### config.mk
export PLATFORM = sky130hd
export DESIGN_NAME = status_link_tx_flat
export DESIGN_NICKNAME = d
export VERILOG_FILES = /design/src/rtl/status_link_tx_if.sv /design/src/rtl/status_link_tx.sv /design/src/flat_wrapper.sv
export SDC_FILE = /design/constraint.sdc
export NUM_CORES = 1
export LEC_CHECK = 0
export ABC_AREA = 1
export CORE_MARGIN = 1.5
export CORE_UTILIZATION = 30
export DETAILED_ROUTE_END_ITERATION = 16
export PLACE_DENSITY = 0.52
export SLEW_MARGIN = 20
export SYNTH_ARGS = -nofsm -noshare
export SYNTH_HDL_FRONTEND = slang
export SYNTH_SLANG_ARGS = --single-unit
### constraint.sdc
create_clock -name iClk -period 3.4 [get_ports iClk]
set_clock_uncertainty 0.1 [all_clocks]
set_input_delay 0.51 -clock iClk [delete_from_list [all_inputs] [get_ports iClk]]
set_output_delay 0.51 -clock iClk [all_outputs]
set_load 0.05 [all_outputs]
### src/rtl/status_link_tx_if.sv
// SPI link from the game master to the player slave.
// The master drives all three wires; the slave (or a bench model) observes them.
interface status_link_tx_if;
  logic oSCLK;
  logic oMOSI;
  logic oCS_n;

  modport master (
    output oSCLK,
    output oMOSI,
    output oCS_n
  );

  modport slave (
    input oSCLK,
    input oMOSI,
    input oCS_n
  );
endinterface

### src/rtl/status_link_tx.sv
// Mirrors the three game-status registers onto the player slave over SPI mode 0.
// Each register keeps a shadow of the value last sent. A register is only resent
// when its input differs from that shadow. After reset, one forced full sync runs.
// Every update is one 16-bit write frame {1'b1, 5'b0, idx, data}, sent MSB first.
//
// state | meaning
// ------+--------------------------------------------------------------
// IDLE  | CS_n high; pick the next pending register round-robin
// SETUP | CS_n low, MOSI = bit 15, SCLK low, for one half-period
// SHIFT | 32 SCLK half-periods; rise on odd ends, shift on even ends
// HOLD  | CS_n high inter-frame gap; shadow/force already updated
module status_link_tx #(
  parameter int CLK_DIV = 50,
  parameter int GAP_DIV = 2
) (
  input  logic                    iClk,
  input  logic                    iRst,
  input  logic [7:0]              iCurrent_Status,
  input  logic [7:0]              iGame_Result,
  input  logic [7:0]              iChange_Status,
  status_link_tx_if.master        spi,
  output logic                    oBusy,
  output logic                    oDone,
  output logic [1:0]              oSent_Addr
);

  localparam int DIV_W = $clog2(CLK_DIV);
  localparam int GAP_W = (GAP_DIV > 1) ? $clog2(GAP_DIV) : 1;
  localparam logic [DIV_W-1:0] DIV_LOAD = DIV_W'(CLK_DIV - 1);
  localparam logic [GAP_W-1:0] GAP_LOAD = GAP_W'(GAP_DIV - 1);

  typedef enum logic [1:0] {
    IDLE  = 2'd0,
    SETUP = 2'd1,
    SHIFT = 2'd2,
    HOLD  = 2'd3
  } state_t;

  state_t           state;
  logic [DIV_W-1:0] div_cnt;
  logic [4:0]       bit_cnt;
  logic [GAP_W-1:0] gap_cnt;
  logic [15:0]      shreg;
  logic [1:0]       lat_idx;
  logic [7:0]       lat_data;
  logic [7:0]       shadow [3];
  logic [2:0]       force_q;
  logic [1:0]       last_idx;

  logic [3:0]       pend;
  logic             sel_valid;
  logic [1:0]       sel_idx;
  logic [7:0]       sel_data;

  // (base + step) mod 3 for base in 0..2, step in 1..3
  function automatic logic [1:0] wrap3(input logic [1:0] base, input logic [1:0] step);
    logic [2:0] sum;
    sum = {1'b0, base} + {1'b0, step};
    if (sum >= 3'd3) begin
      sum = sum - 3'd3;
    end
    return sum[1:0];
  endfunction

  // Pending flags: forced after reset, or live input differs from what the slave holds.
  // Bit 3 is a permanent zero so a 2-bit index never reads outside the vector.
  always_comb begin
    pend    = 4'b0000;
    pend[0] = force_q[0] | (iCurrent_Status != shadow[0]);
    pend[1] = force_q[1] | (iGame_Result    != shadow[1]);
    pend[2] = force_q[2] | (iChange_Status  != shadow[2]);
  end

  // Round-robin pick: scan last+1, last+2, last; the nearest pending register wins.
  always_comb begin
    logic [1:0] cand;
    sel_valid = 1'b0;
    sel_idx   = 2'd0;
    cand      = 2'd0;
    for (int n = 3; n >= 1; n--) begin
      cand = wrap3(last_idx, 2'(n));
      if (pend[cand]) begin
        sel_valid = 1'b1;
        sel_idx   = cand;
      end
    end
  end

  // Data for the selected register, captured into the frame when leaving IDLE.
  always_comb begin
    case (sel_idx)
      2'd0:    sel_data = iCurrent_Status;
      2'd1:    sel_data = iGame_Result;
      2'd2:    sel_data = iChange_Status;
      default: sel_data = 8'h00;
    endcase
  end

  // Frame sequencer: all SPI pins and status outputs are registered here.
  always_ff @(posedge iClk) begin
    if (iRst) begin
      state      <= IDLE;
      spi.oSCLK  <= 1'b0;
      spi.oMOSI  <= 1'b0;
      spi.oCS_n  <= 1'b1;
      oBusy      <= 1'b0;
      oDone      <= 1'b0;
      oSent_Addr <= 2'd0;
      div_cnt    <= '0;
      bit_cnt    <= 5'd0;
      gap_cnt    <= '0;
      shreg      <= 16'h0000;
      lat_idx    <= 2'd0;
      lat_data   <= 8'h00;
      force_q    <= 3'b111;
      last_idx   <= 2'd2;
      for (int k = 0; k < 3; k++) begin
        shadow[k] <= 8'h00;
      end
    end else begin
      oDone <= 1'b0;
      case (state)
        IDLE: begin
          if (sel_valid) begin
            shreg     <= {1'b1, 5'b00000, sel_idx, sel_data};
            lat_idx   <= sel_idx;
            lat_data  <= sel_data;
            spi.oMOSI <= 1'b1;
            spi.oCS_n <= 1'b0;
            spi.oSCLK <= 1'b0;
            oBusy     <= 1'b1;
            div_cnt   <= DIV_LOAD;
            state     <= SETUP;
          end
        end

        SETUP: begin
          if (div_cnt == '0) begin
            div_cnt <= DIV_LOAD;
            bit_cnt <= 5'd0;
            state   <= SHIFT;
          end else begin
            div_cnt <= div_cnt - 1'b1;
          end
        end

        SHIFT: begin
          if (div_cnt != '0) begin
            div_cnt <= div_cnt - 1'b1;
          end else begin
            div_cnt <= DIV_LOAD;
            if (!bit_cnt[0]) begin
              // end of an odd half-period: slave samples MOSI on this rise
              spi.oSCLK <= 1'b1;
              bit_cnt   <= bit_cnt + 1'b1;
            end else if (bit_cnt != 5'd31) begin
              spi.oSCLK <= 1'b0;
              shreg     <= {shreg[14:0], 1'b0};
              spi.oMOSI <= shreg[14];
              bit_cnt   <= bit_cnt + 1'b1;
            end else begin
              // last fall coincides with CS_n release; commit the latched value
              spi.oSCLK  <= 1'b0;
              spi.oMOSI  <= 1'b0;
              spi.oCS_n  <= 1'b1;
              oDone      <= 1'b1;
              oSent_Addr <= lat_idx;
              last_idx   <= lat_idx;
              bit_cnt    <= 5'd0;
              gap_cnt    <= GAP_LOAD;
              state      <= HOLD;
              for (int k = 0; k < 3; k++) begin
                if (lat_idx == 2'(k)) begin
                  shadow[k]  <= lat_data;
                  force_q[k] <= 1'b0;
                end
              end
            end
          end
        end

        HOLD: begin
          if (div_cnt != '0) begin
            div_cnt <= div_cnt - 1'b1;
          end else if (gap_cnt != '0) begin
            gap_cnt <= gap_cnt - 1'b1;
            div_cnt <= DIV_LOAD;
          end else begin
            oBusy <= 1'b0;
            state <= IDLE;
          end
        end

        default: begin
          state <= IDLE;
        end
      endcase
    end
  end

endmodule
### src/flat_wrapper.sv
// flat-port wrapper written by rule: the top's interface ports become plain ports
module status_link_tx_flat 
#(
  parameter int CLK_DIV = 50,
  parameter int GAP_DIV = 2
)
  (iClk, iRst, iCurrent_Status, iGame_Result, iChange_Status, oBusy, oDone, oSent_Addr, spi_oSCLK, spi_oMOSI, spi_oCS_n);
  status_link_tx_if spi_i ();
  input  logic iClk;
  input  logic iRst;
  input  logic [7:0] iCurrent_Status;
  input  logic [7:0] iGame_Result;
  input  logic [7:0] iChange_Status;
  output logic oBusy;
  output logic oDone;
  output logic [1:0] oSent_Addr;
  output wire logic [$bits(spi_i.oSCLK)-1:0] spi_oSCLK;
  output wire logic [$bits(spi_i.oMOSI)-1:0] spi_oMOSI;
  output wire logic [$bits(spi_i.oCS_n)-1:0] spi_oCS_n;
  assign spi_oSCLK = spi_i.oSCLK;
  assign spi_oMOSI = spi_i.oMOSI;
  assign spi_oCS_n = spi_i.oCS_n;
  status_link_tx #(.CLK_DIV(CLK_DIV), .GAP_DIV(GAP_DIV)) u_core (.iClk(iClk), .iRst(iRst), .iCurrent_Status(iCurrent_Status), .iGame_Result(iGame_Result), .iChange_Status(iChange_Status), .spi(spi_i), .oBusy(oBusy), .oDone(oDone), .oSent_Addr(oSent_Addr));
endmodule
# Yosys cells after proc, flatten, opt, wreduce, memory -nomap -nowiden
# Memories as Yosys holds them, arrays and structs flattened.
# Index checks and enable logic that the tools add are counted.
# word_totals
reg_bits	51
mem_bits_rw	24
inputBits	26
out_inout_bits	7
elab_cells	173
mem_count	1
# mem_list
memory	words	word_bits	rd	rd_clocked_by_memory_dff	wr	line_no	source
u_core.shadow	3	8	3	0	3	status_link_tx.sv:46	logic [7:0] shadow [3];
# classes
addsub	9
order_cmp	6
n_eq_ne	20
n_mux	86
bitwise_logic	10
reduce_logical	24
# ops
op	count
15-bit two-way mux	4
1-bit two-way mux	44
6-bit two-way mux	5
15-bit one-hot mux with 2 select lines	1
5-bit AND reduction	6
2-bit two-way mux	13
8-bit two-way mux	3
8-bit inequality test	3
6-bit one-hot mux with 4 select lines	1
8-bit one-hot mux with 3 select lines	1
5-bit two-way mux	4
4-bit AND reduction	3
1-bit one-hot mux with 2 select lines	5
5-bit one-hot mux with 2 select lines	1
3-bit by 2-bit greater-or-equal comparator with 1-bit output (second input constant)	3
2-bit by 3-bit less-than comparator with 1-bit output (second input constant)	3
2-bit == test (second input constant)	4
2-bit by 1-bit inequality test with 1-bit output (second input constant)	4
2-bit inequality test (second input constant)	4
2-bit one-hot mux with 4 select lines	1
2-bit nonzero test	4
7-bit AND reduction	1
2-bit by 2-bit adder with 3-bit output (second input constant)	2
1-bit binary-select mux with 2-bit select	3
16 further kinds	32

# Logic depth before layout (Yosys ltp)
# logic_depth
depth_word	12
ltp_mapped	20
depth_no_buf	19

# Worst setup path after synthesis
# OpenSTA, ideal clock, no wires.
# synth_timing
path_kind	reg-to-reg
from	reg u_core.bit_cnt[0]
to	mem u_core.shadow[2][0], in the netlist u_core.shadow[0][16] (enable)
setup_ns	0.384
arrival_time_ns	2.237
t_required_ns	2.916
setup_slack_ns	0.679
stages_incl_launch_ff	9
path_buffers	0
synth_period_minus_slack_ns	2.721
path_cell_list	dfxtp_1 > ha_1 > nand2_1 > nor2_1 > ha_1 > nand2_1 > nor3_1 > nand2_1 > o21ai_0
# synth_lines
item	line_no	source
start: declaration	status_link_tx.sv:41	logic [4:0] bit_cnt;
start signal: assignment	status_link_tx.sv:155	bit_cnt <= bit_cnt + 1'b1;
start signal: assignment	status_link_tx.sv:160	bit_cnt <= bit_cnt + 1'b1;
end: declaration	status_link_tx.sv:46	

==> flow_summary_export.csv <==
group,metric,value,unit
placement,io_buffers,32,
critical_path,crit_path_max_fanout,8,
sta,slew_headroom,0.5619,
power_and_ir_drop,seq_power_share,0.368,
critical_path,rr_endpoint,"u_core.shadow[0][2]",
placement,routabilityCongestion,0.8357,
clock_network,cts_buffer_depth,2,
global_routing,grt_pass1_vias,3350,
sta,finalWorstSetupSlack,0.7124,ns
placement,dp_hpwl,7.314,mm
logic_synthesis,synthFlopType,"dfxtp_1",
finish,area_growth,18.83,%
route,wl_per_cell,12.49,µm
power_and_ir_drop,p_int,0.001946,W
logic_synthesis,yosysSeqAreaShare,0.4291,
die,start_util,0.3054,
global_routing,grt_max_degree,33,
power_and_ir_drop,max-vdd-ir-drop,0.2460,mV
clock_network,postCtsHoldBufs,0,
die,pin_count,33,
placement,pre_cts_slack,0.4773,ns
logic_synthesis,async_reset_ff_frac,0,
route,ant_nets,0,
global_routing,grt.total_usage,0.1462,
logic_synthesis,avgSynthCellArea,7.165,µm²
die,core_area,0.01314,mm²
clock_network,clkTransAtPathRegs,0.06,ns
sta,finalCriticalPeriod,2.688,ns
route,vias,3461,
sta,setup_viol,0,
critical_path,r2r_start,"u_core.bit_cnt[0]",
critical_path,required,3.28,ns
route,via_per_inst,4.477,
finish,nets,629,
logic_synthesis,synth_seq_cells,74,
outcome,outcome,"finished clean",
critical_path,crit_arrival,2.56,ns
sta,rsz0062_at_grt,"no",
finish,nFillCells,1392,
clock_network,cts_resized,0,
power_and_ir_drop,swShare,0.3728,
hold_path,hold_path_class,"reg2reg",
critical_path,critical_path.most_common_cell,"nand2_1",
clock_network,cts_setup_buffers,0,
clock_network,cts_tree,"yes",
clock_network,clock-sinks,74,
logic_synthesis,yosys_warnings,0,
finish,layout-drive-gt1-share,0.06365,
power_and_ir_drop,leakage,2.253,nW
route,drcViolationCount,0,
sta,slew_violations,0,
clock_network,h-tree-depth,3,
power_and_ir_drop,p_sw,0.001157,W
clock_network,root_buffer,"clkbuf_16",
critical_path,start_kind,"flop",
route,drt-initial-drc-count,162,
critical_path,rrSetupSlack,0.71,ns
power_and_ir_drop,p_comb_frac,0.349,
clock_network,numCtsBuffers,9,
sta,worstMarginPinSlew,0.6564,ns
die,dieArea,0.01408,mm²
critical_path,cp-startpoint,"u_core.bit_cnt[0]",
die,rows,42,
die,die_w,118.7,µm
global_routing,antenna_found_initial,0,
sta,final.setup.tns,0,ns
logic_synthesis,synth_cell_types,39,
clock_network,clk_latency,0.33,ns
power_and_ir_drop,p_per_area,650.8,mW/mm²
flow_run,maxCapViolCount,0,
critical_path,critPathKind,"reg2reg",
route,firstDrtPassIters,4,
die,die_h,118.7,µm
finish,antenna_cells,0,
logic_synthesis,syn_area,0.004013,mm²
critical_path,cp_slowest_cell,"dfxtp_1",
critical_path,critical_path.cell_chain,"ha_1 > nand2_1 > nor2_1 > ha_1 > nand2_1 > nor3_1 > inv_2 > nor2_1 > nand2_1 > nand2_1",
sta,finalHoldViolCount,0,
logic_synthesis,synthCells,560,
logic_synthesis,synth_nets,597,
critical_path,cpPeakStageDelay,0.43,ns
critical_path,r2r_cells,10,
global_routing,grt_pass1_wl,16.29,mm
sta,max_freq,0.3721,GHz
route,wl,9.658,mm
power_and_ir_drop,pwr-share-clk,0.283,
critical_path,crit_path_end,"u_core.shadow[0][2]",
global_routing,grt_overflow,0,
sta,finalCritPeriodShare,0.7905,
critical_path,cp-end-kind,"flop",
logic_synthesis,synth_edf_count,24,
## state kept, by name, indices dropped and copies added, names as in the netlist
| name | count |
|---|---|
| u_core.lat_data | 8 |
| u_core.div_cnt | 6 |
| u_core.oDone | 1 |
| u_core.force_q | 3 |
| u_core.spi.oCS_n | 1 |
| u_core.shreg | 15 |
| u_core.shadow | 24 |
| u_core.oBusy | 1 |
| u_core.lat_idx | 2 |
| u_core.oSent_Addr | 1 |
| u_core.gap_cnt | 1 |
| u_core.state | 2 |
| u_core.spi.oMOSI | 1 |
| u_core.spi.oSCLK | 1 |
| u_core.last_idx | 2 |
| u_core.bit_cnt | 5 |
## how the worst min path moves through the flow
stage | depth (start not counted) | from | endpoint | slack, ns
2_1_floorplan | 2 | u_core.force_q[0] | u_core.force_q[0] | 0.32
3_3_place_gp | 2 | u_core.force_q[0] | u_core.force_q[0] | 0.33
3_5_place_dp | 2 | u_core.force_q[0] | u_core.force_q[0] | 0.35
4_1_cts | 2 | u_core.shreg[10] | u_core.shreg[11] | 0.36
5_1_grt | 2 | u_core.shreg[8] | u_core.shreg[8] | 0.38
6_report | 2 | u_core.shreg[9] | u_core.shreg[10] | 0.36
## power groups by stage
stage	registers, W	logic, W	clock network [W]
5_1_grt	0.00116	0.00123	0.000938
3_5_place_dp	0.00116	0.00109	0
4_1_cts	0.00114	0.00109	0.000899
2_1_floorplan	0.00122	0.000787	0
3_3_place_gp	0.00116	0.00108	0
6_report	0.00114	0.00108	0.000878
## routing by layer
layer | GRT usage | up-vias | share of wire
li1 | - | 1805 | -
met1 | 0.1751 | 1567 | 0.46
met2 | 0.2456 | 67 | 0.46
met3 | 0.02654 | 22 | 0.039
met4 | 0.08434 | 0 | 0.040
met5 | 0 | - | 0
## placed cells by master, fill, tap and decap left out, types with 6 or more instances in the layout
master and n:
nand2_1 168, inv_1 96, nor2_1 51, dfxtp_1 50, a21oi_1 40, clkdlybuf4s50_1 32
edfxtp_1 24, nand3_1 19, o21ai_0 14, ha_1 11, o21ai_1 10, clkbuf_16 9
xor2_1 7, or2_1 7, nor3_1 6, a211oi_1 6
## cell usage after synthesis (2+ instances only)
master    number  share of area
buf_4          3         0.0056
xor2_1         7          0.015
buf_6          3         0.0084
inv_1         96          0.090
o211ai_1       2         0.0037
a21oi_1       40          0.050
nand2_1      168           0.16
inv_2          3         0.0028
nor3_1         6         0.0075
nor2_2         4         0.0062
nor2_1        51          0.048
nor2_4         2         0.0056
dfxtp_1       50           0.25
a211oi_1       6          0.011
buf_2          2         0.0025
clkbuf_1       8         0.0075
or2_1          7          0.011
nand2_2        3         0.0047
ha_1          11          0.034
nand3_1       19          0.024
nand3_2        2         0.0050
xnor2_1        2         0.0044
o21ai_0       14          0.017
edfxtp_1      24           0.18
o21ai_1       10          0.012
nand4_1        4         0.0062
## cell type report
| class | instances | area [µm²] | area share |
|---|---|---|---|
| flip-flops and latches | 74 | 1722 | 0.3611 |
| clock inverters | 4 | 27.53 | 0.005773 |
| multi-input cells | 370 | 1819 | 0.3815 |
| repair buffers | 37 | 357.8 | 0.07505 |
| well taps | 176 | 220.2 | 0.04618 |
| inverters | 100 | 375.4 | 0.07872 |
| clock buffers | 12 | 246.5 | 0.05169 |
## critical path: cells and delay by family, from the launching register on
kind / cells / cell delay (ns)
adder cells (fa/ha/maj): 2 / 0.39
buffers and inverters: 1 / 0.08
flip-flops: 1 / 0.43
AND/OR/NAND/NOR: 7 / 1.32
## through the flow
step           cells  instance area (µm²)  total power, W    util  hold slack [ns]
3_3_place_gp     757                 4494        0.002232  0.3421           0.3344
2_1_floorplan    560                 4013        0.002003       -           0.3188
4_1_cts          773                 4768        0.003134  0.3630           0.3603
5_1_grt          773                 4768        0.003329  0.3630           0.3786
6_report         773                 4768        0.003103  0.3630           0.3572
3_5_place_dp     757                 4494        0.002245  0.3421           0.3493
## kinds of logic (layout without fill, tap and decap cells)
| group | Yosys count | in the layout | share of synthesized area |
|---|---|---|---|
| AND/OR/NAND/NOR | 274 | 274 | 0.2969 |
| buffers and inverters | 116 | 153 | 0.1176 |
| AO/OA/AOI/OAI | 76 | 76 | 0.1026 |
| flip-flops | 74 | 74 | 0.4291 |
| adder cells (fa/ha/maj) | 11 | 11 | 0.03430 |
| XOR/XNOR | 9 | 9 | 0.01965 |
Note: power is estimated with default switching activity, not from simulation.
